--- config.mk ---
export PLATFORM = sky130hd
export DESIGN_NAME = shared_reg_arbiter_flat
export DESIGN_NICKNAME = d
export VERILOG_FILES = /design/src/rtl/shared_reg_arbiter_if.sv /design/src/rtl/shared_reg_arbiter.sv /design/src/flat_wrapper.sv
export SDC_FILE = /design/constraint.sdc
export NUM_CORES = 1
export LEC_CHECK = 0
export CELL_PAD_IN_SITES_DETAIL_PLACEMENT = 1
export CELL_PAD_IN_SITES_GLOBAL_PLACEMENT = 1
export CORE_MARGIN = 2
export CORE_UTILIZATION = 28
export CTS_CLUSTER_SIZE = 40
export DETAILED_ROUTE_END_ITERATION = 6
export PLACE_DENSITY_LB_ADDON = 0.05
export SLEW_MARGIN = 25
export SYNTH_ARGS = -nofsm -noshare
export SYNTH_HDL_FRONTEND = slang
export SYNTH_SLANG_ARGS = --single-unit
--- constraint.sdc ---
create_clock -name clock -period 3.24 [get_ports clock]
set_input_delay 0.648 -clock clock [delete_from_list [all_inputs] [get_ports clock]]
set_output_delay 0.648 -clock clock [all_outputs]
set_load 0.01 [all_outputs]
--- src/rtl/shared_reg_arbiter_if.sv ---
// Bundle for the shared-register write port: requester handshake plus
// register observation outputs. "master" is the requester/observer side,
// "slave" is the arbiter side. Clock and reset stay outside the bundle.
//   clear       : synchronous clear of the shared register (active-high)
//   reqValid    : per-requester write request
//   reqData     : packed write data, requester i at [i*WIDTH +: WIDTH]
//   reqReady    : one-hot (or zero) grant, combinational
//   q           : shared register value
//   lastGrant   : index of the most recently committed requester
//   commitCount : number of committed writes, wraps silently
//   busy        : high for the cycle after any commit
interface shared_reg_arbiter_if #(
  parameter int NUM_REQ   = 4,
  parameter int WIDTH     = 8,
  parameter int CNT_WIDTH = 8
);
  localparam int IDX_W = (NUM_REQ > 1) ? $clog2(NUM_REQ) : 1;

  logic                     clear;
  logic [NUM_REQ-1:0]       reqValid;
  logic [NUM_REQ*WIDTH-1:0] reqData;
  logic [NUM_REQ-1:0]       reqReady;
  logic [WIDTH-1:0]         q;
  logic [IDX_W-1:0]         lastGrant;
  logic [CNT_WIDTH-1:0]     commitCount;
  logic                     busy;

  modport master (
    output clear, reqValid, reqData,
    input  reqReady, q, lastGrant, commitCount, busy
  );

  modport slave (
    input  clear, reqValid, reqData,
    output reqReady, q, lastGrant, commitCount, busy
  );
endinterface

--- src/rtl/shared_reg_arbiter.sv ---
// Purpose : round-robin arbiter committing one of NUM_REQ writers per cycle
//           into a single shared WIDTH-bit register.
// Latency : grant is combinational; committed data appears on q one cycle
//           after the accept edge.
// Backpressure: at most one requester sees reqReady; losers simply keep
//           valid asserted. Clear and reset force reqReady low.
// Ports   : clock, io_resetNegate (sync, active-low), io (slave modport of
//           shared_reg_arbiter_if carrying requests, grant and register state).
module shared_reg_arbiter #(
  parameter int NUM_REQ   = 4,
  parameter int WIDTH     = 8,
  parameter int CNT_WIDTH = 8
) (
  input  logic                 clock,
  input  logic                 io_resetNegate,
  shared_reg_arbiter_if.slave  io
);
  localparam int IDX_W = (NUM_REQ > 1) ? $clog2(NUM_REQ) : 1;
  localparam logic [IDX_W:0]   NUM_REQ_W = (IDX_W+1)'(NUM_REQ);
  localparam logic [IDX_W-1:0] LAST_IDX  = IDX_W'(NUM_REQ - 1);

  logic [IDX_W-1:0]   pointer;
  logic [IDX_W-1:0]   grantIdx;
  logic               found;
  logic [IDX_W:0]     sum;
  logic [IDX_W-1:0]   cand;
  logic [NUM_REQ-1:0] readyVec;
  logic               accept;
  logic [WIDTH-1:0]   grantData;

  // Scan valids starting at the pointer, wrapping modulo NUM_REQ. The extra
  // sum bit keeps the wrap correct for non-power-of-two NUM_REQ.
  always_comb begin
    grantIdx = '0;
    found    = 1'b0;
    sum      = '0;
    cand     = '0;
    readyVec = '0;
    for (int k = 0; k < NUM_REQ; k++) begin
      sum = {1'b0, pointer} + (IDX_W+1)'(k);
      if (sum >= NUM_REQ_W) begin
        sum = sum - NUM_REQ_W;
      end
      cand = sum[IDX_W-1:0];
      if (!found && io.reqValid[cand]) begin
        found    = 1'b1;
        grantIdx = cand;
      end
    end
    // Reset and clear both suppress the grant so nothing looks accepted.
    if (found && io_resetNegate && !io.clear) begin
      readyVec[grantIdx] = 1'b1;
    end
  end

  assign io.reqReady = readyVec;
  assign accept      = |(readyVec & io.reqValid);
  assign grantData   = io.reqData[grantIdx*WIDTH +: WIDTH];

  // Priority: reset > clear > commit > hold.
  always_ff @(posedge clock) begin
    if (!io_resetNegate) begin
      io.q           <= '0;
      pointer        <= '0;
      io.lastGrant   <= '0;
      io.commitCount <= '0;
      io.busy        <= 1'b0;
    end else if (io.clear) begin
      io.q    <= '0;
      io.busy <= 1'b0;
    end else if (accept) begin
      io.q           <= grantData;
      io.lastGrant   <= grantIdx;
      pointer        <= (grantIdx == LAST_IDX) ? '0 : grantIdx + 1'b1;
      io.commitCount <= io.commitCount + 1'b1;
      io.busy        <= 1'b1;
    end else begin
      io.busy <= 1'b0;
    end
  end
endmodule

--- src/flat_wrapper.sv ---
// flat-port wrapper written by rule: the top's interface ports become plain ports
module shared_reg_arbiter_flat 
#(
  parameter int NUM_REQ   = 4,
  parameter int WIDTH     = 8,
  parameter int CNT_WIDTH = 8
)
  (clock, io_resetNegate, io_clear, io_reqValid, io_reqData, io_reqReady, io_q, io_lastGrant, io_commitCount, io_busy);
  shared_reg_arbiter_if #(.NUM_REQ(NUM_REQ), .WIDTH(WIDTH), .CNT_WIDTH(CNT_WIDTH)) io_i ();
  input  logic clock;
  input  logic io_resetNegate;
  input wire logic [$bits(io_i.clear)-1:0] io_clear;
  input wire logic [$bits(io_i.reqValid)-1:0] io_reqValid;
  input wire logic [$bits(io_i.reqData)-1:0] io_reqData;
  output wire logic [$bits(io_i.reqReady)-1:0] io_reqReady;
  output wire logic [$bits(io_i.q)-1:0] io_q;
  output wire logic [$bits(io_i.lastGrant)-1:0] io_lastGrant;
  output wire logic [$bits(io_i.commitCount)-1:0] io_commitCount;
  output wire logic [$bits(io_i.busy)-1:0] io_busy;
  assign io_i.clear = io_clear;
  assign io_i.reqValid = io_reqValid;
  assign io_i.reqData = io_reqData;
  assign io_reqReady = io_i.reqReady;
  assign io_q = io_i.q;
  assign io_lastGrant = io_i.lastGrant;
  assign io_commitCount = io_i.commitCount;
  assign io_busy = io_i.busy;
  shared_reg_arbiter #(.NUM_REQ(NUM_REQ), .WIDTH(WIDTH), .CNT_WIDTH(CNT_WIDTH)) u_core (.clock(clock), .io_resetNegate(io_resetNegate), .io(io_i));
endmodule
Word-level counts from Yosys, hierarchy flattened
Cells that the tools add are included.

Bits in registers: 21. Logic and storage cells: 67.

Mux-type cells: 25. Magnitude comparators: 10. Add/sub/neg operators: 9. Shifts and indexed selects: 1. Reduce and logical (&&, ||, !) cells: 13. Bitwise logic cells: 3. Equal/unequal tests: 1.

Operators with widths (count): $shiftx 32x6->8 (1); $mux 2 (9); $lt 2x3->1 const B (5); $mux 1 (10); $ge 3x3->1 const B (3); $add 8x1->8 const B (1); $bmux 1 s2 (4); $sub 2x1->2 const B (4); $add 2x2->3 const B (2); $logic_and 1x1->1 (6); $and 4x4->4 (1); $logic_not 1->1 (4); $mux 4 (1); $reduce_or 4->1 (1); $add 2x1->3 const B (1); $ge 2x3->1 const B (1); $add 2x1->2 const B (1); $demux 1 s2 (1); $eq 2x2->1 const B (1); $ge 2x1->1 const B (1); $not 1->1 (2); $reduce_and 2->1 (1); $reduce_or 2->1 (1).

Logic depth before layout (Yosys ltp)
Word-level depth: 22. Mapped depth: 13.

Worst setup path after synthesis
No wires, ideal clock.

Path kind: in2reg. Start point: input port io_reqValid[2]. End point: register u_core.io.q[6]. Arrival time: 2.959 ns. Path buffers: 3. Path slack: 0.194 ns. Setup time: 0.087 ns. Stages on the path: 13. Path through: nor2b_2 -> a311oi_4 -> or2_2 -> inv_2 -> buf_2 -> ha_1 -> a22oi_1 -> inv_1 -> o31ai_2 -> buf_2 -> buf_1 -> nand3_1 -> o31ai_1.

Word-level cells in the longest chain between the ends: 19.

RTL lines: from (decl) (RTL line flat_wrapper.sv:13) `input wire logic [$bits(io_i.reqValid)-1:0] io_reqValid;`; $bmux 1 s2 (RTL line shared_reg_arbiter.sv:45) `if (!found && io.reqValid[cand]) begin`; $mux 1 (implied by the code) (RTL line shared_reg_arbiter.sv:45); $mux 1 (RTL line shared_reg_arbiter.sv:45); $logic_not 1->1 (RTL line shared_reg_arbiter.sv:45); $logic_and 1x1->1 (RTL line shared_reg_arbiter.sv:45); $mux 1 (RTL line shared_reg_arbiter.sv:45); $logic_not 1->1 (RTL line shared_reg_arbiter.sv:45); $logic_and 1x1->1 (RTL line shared_reg_arbiter.sv:45); (+3 left out); $mux 2 (RTL line shared_reg_arbiter.sv:45); $lt 2x3->1 (implied by the code) or $ge 2x1->1 (tied branches) (RTL line shared_reg_arbiter.sv:52) `readyVec[grantIdx] = 1'b1;`; $logic_and 1x1->1 (implied by the code) (RTL line shared_reg_arbiter.sv:52); $mux 1 (implied by the code) (RTL line shared_reg_arbiter.sv:52); $demux 1 s2; $mux 4 (RTL line shared_reg_arbiter.sv:51) `if (found && io_resetNegate && !io.clear) begin`; $and 4x4->4 (RTL line shared_reg_arbiter.sv:57) `assign accept = |(readyVec & io.reqValid);`; $reduce_or 4->1 (RTL line shared_reg_arbiter.sv:57); to (signal assigned) (RTL line shared_reg_arbiter.sv:72) `io.q <= grantData;`; to (decl) (RTL line shared_reg_arbiter_if.sv:35) `output reqReady, q, lastGrant, commitCount, busy`.

Parallel ways exist; a longest one is shown, timed or not. The select of a mux whose other input is x is not followed. A chain may end at the register's enable or synchronous reset.

Final worst setup path
Start point: input port io_reqValid[2]. End point: output port io_reqReady[2].

Word-level cells in the longest chain between the ends: 17.

RTL lines: $bmux 1 s2 (RTL line shared_reg_arbiter.sv:45); $mux 1 (implied by the code) (RTL line shared_reg_arbiter.sv:45); $mux 1 (RTL line shared_reg_arbiter.sv:45); $logic_not 1->1 (RTL line shared_reg_arbiter.sv:45); $logic_and 1x1->1 (RTL line shared_reg_arbiter.sv:45); $mux 1 (RTL line shared_reg_arbiter.sv:45); $logic_not 1->1 (RTL line shared_reg_arbiter.sv:45); $logic_and 1x1->1 (RTL line shared_reg_arbiter.sv:45); $mux 1 (RTL line shared_reg_arbiter.sv:45); $logic_not 1->1 (RTL line shared_reg_arbiter.sv:45); $logic_and 1x1->1 (RTL line shared_reg_arbiter.sv:45); $mux 2 (RTL line shared_reg_arbiter.sv:45); $lt 2x3->1 (implied by the code) or $ge 2x1->1 (tied branches) (RTL line shared_reg_arbiter.sv:52); $logic_and 1x1->1 (implied by the code) (RTL line shared_reg_arbiter.sv:52); $mux 1 (implied by the code) (RTL line shared_reg_arbiter.sv:52); $demux 1 s2; $mux 4 * (RTL line shared_reg_arbiter.sv:51); to (decl) (RTL line flat_wrapper.sv:15) `output wire logic [$bits(io_i.reqReady)-1:0] io_reqReady;`.

Every way passes the cells marked *; elsewhere a longest branch is shown, timed or not. The select of a mux whose other input is x is not followed.

==> out/metrics.yaml <==
drt:
  drc_errors: 0
  drt_pass1_iterations: 4
  wl_per_cell_um: 16.1
  vias: 1423
  wl_met3_um: 258
  met2_length_um: 2180
  routedLengthMet1_um: 1860
  vias_per_cell: 5.27
  ant_nets: 0
  drt_wl_total_um: 4340
  drt_iter0_markers: 41
  routed.top_layer: "met4"
sta:
  setup_viol: 0
  grt_setup_unrepaired: "no"
  worst_pin_slew_ns: 0.328
  fmax_mhz: 321
  final.setup.worst_slack_ns: 0.130
  hold_violations: 0
  layout_min_cycle_time_ns: 3.11
  period_share_pct: 96.0
  slew_headroom_pct: 77.8
  setup_tns_ns: 0
  maxSlewViolCount: 0
  fin_worst_skew_ns: 0.00197
  hold_slack_ns: 0.476
placement:
  dp_hpwl_um: 3340
  dp.cells: 264
  place_ws_ns: -0.118
  portBuffers: 61
  place.gp.congestion: 0.891
  placedInstanceArea_um2: 2040
setup_path:
  crit_start: "io_reqValid[2]"
  regToRegEndpoint: "u_core.pointer[1]"
  crit_type: "in2out"
  timing.critical_path.to: "io_reqReady[2]"
  regToRegSetupSlack_ns: 0.69
  timing.rr.start: "u_core.pointer[1]"
  rr_worst_depth: 11
  start_kind: "input port"
  crit_path_max_fanout: 4
  crit_path_end_kind: "output pin"
  cp.arrival_ns: 2.46
  worstPathRequired_ns: 2.59
cells_and_area:
  fin_util_pct: 48.7
  instances_no_fill: 270
  nets: 261
  fin_area_um2: 2120
  syn2layout_area_growth_pct: 67.8
  fillCellCount: 519
  drive_above_1_share_pct: 14.2
  diodes: 0
yosys:
  synth-seq-cells: 21
  synth_area_leader_cell: "dfxtp_1"
  avgSynthCellArea_um2: 8.78
  synth.most_common_cell: "dfxtp_1"
  synth_edf_count: 0
  syn_nets: 186
  syn_inst: 144
  syn_area_um2: 1260
  ys_seq_area_share_pct: 33.2
  ys_top_cells_by_count: "21 x dfxtp_1, 17 x a211oi_1, 16 x o21a_1"
  ys_warn_count: 0
  synthTopCellsByArea: "dfxtp_1 33%, a211oi_1 10%, o21a_1 9.5%"
  async_flop_share_pct: 0
  ys.flop_type: "dfxtp_1"
  yosysTopAreaCellShare_pct: 33.2
  synth.distinct_cells: 39
floorplan:
  dieArea_um2: 5070
  fp.dieH_um: 71.2
  core-area_um2: 4350
  initial_utilization_pct: 29.1
  io_pins: 62
  num_rows: 24
  die_w_um: 71.2
power_and_ir_drop:
  p_per_area_nw_per_um2: 341
  power.leakage_nw: 0.811
  ir_worst_vdd_v: 0.000243
  power_mw: 0.724
clocking:
  clock-sinks: 21
  cts_made_buffers: 3
  htree_num_levels: 1
  clock_latency_ns: 0.27
  cts_max_path_buffers: 2
  cts-root-buf: "clkbuf_8"
  cts_tree: "yes"
  clkTransAtPathRegs_ns: 0.08
global_routing:
  grt_overflow_total: 0
  antenna_found_initial: 0
  grt_pass1_wl_um: 7110
  grt_max_degree: 19
  first_global_vias: 1491
  grt_usage_pct: 17.3
hold_path:
  min_path_type: "reg2reg"
flow_run:
  cap_violations: 0
run_status:
  run_status: "completed"
[registers in the layout, summed over array words and instances (netlist names)]
register / cells
u_core.io.commitCount: 8
u_core.io.q: 8
u_core.io.lastGrant: 2
u_core.pointer: 2
u_core.io.busy: 1
[repair_timing]
item / 4_1_cts / 5_1_grt
setup endpoints to repair: 3 / 9
hold buffers: 0 / 0
pin swaps: 2 / 1
gates resized for setup: 7 / 3
setup buffers: 2 / 0
[cells in the final DEF (no fill, tap or decap), types with 3 or more instances in the layout]
cell type and instances:
a211oi_1 16, and2_1 3, and3_1 3, buf_4 17, clkbuf_8 3, clkdlybuf4s50_1 57, dfxtp_1 21, dlygate4sd2_1 3
inv_1 4, mux2i_1 3, nand2_1 7, nand2b_1 4, nand3_1 9, nor2_1 3, o21a_1 16, o311ai_0 3
o31ai_1 9, o41ai_1 3
[worst min-delay path by stage]
stage	end	slack [ns]	start	cells past startpoint
after floorplan	u_core.io.lastGrant[0]	0.49	u_core.io.lastGrant[0]	2
after global placement	u_core.io.q[0]	0.46	u_core.io.q[0]	2
after detailed placement	u_core.io.q[6]	0.47	u_core.io.q[6]	2
after CTS	u_core.io.q[6]	0.48	u_core.io.q[6]	2
after global routing	u_core.io.q[5]	0.50	u_core.io.q[5]	2
final	u_core.io.q[1]	0.48	u_core.io.q[1]	2
[layout make-up]
| class | count | area, µm² | area share, % |
|---|---|---|---|
| Inverter | 7 | 26.3 | 1.24 |
| Tap cell | 52 | 65.1 | 3.07 |
| Timing Repair Buffer | 79 | 757 | 35.7 |
| Clock buffer | 4 | 45.0 | 2.12 |
| Sequential cell | 21 | 420 | 19.8 |
| Multi-Input combinational cell | 107 | 808 | 38.1 |
[metal layers]
| metal | global-route usage [%] | up-vias |
|---|---|---|
| met1 | 21.7 | 679 |
| met5 | 0 | - |
| met3 | 2.67 | 4 |
| li1 | - | 694 |
| met4 | 5.45 | 0 |
| met2 | 30.5 | 46 |
[logic make-up (layout without fill, tap and decap cells)]
kind of cell | Yosys count | in the layout | share of synthesized area (%)
compound gates | 62 | 62 | 38.3
flops | 21 | 21 | 33.2
mux | 3 | 3 | 2.37
buf+inv | 16 | 90 | 5.93
fa+ha+maj | 3 | 3 | 2.97
xor+xnor | 1 | 1 | 0.693
simple gates | 38 | 38 | 16.5
[worst max-delay path: stages]
cell and delay [ns]:
clkdlybuf4s50_1 0.42, nor2b_4 0.15, a21o_1 0.18, a211oi_4 0.27, buf_4 0.16, inv_2 0.03, ha_1 0.19, and2_1 0.13
dlygate4sd2_1 0.27
[power by group]
group,total [mW],switching (mW),internal [mW],leakage (nW)
Combinational,0.257,0.115,0.143,0.617
Clock,0.182,0.0941,0.0879,0.0228
Sequential,0.284,0.0108,0.274,0.171
Note: power is estimated with default switching activity, not from simulation.
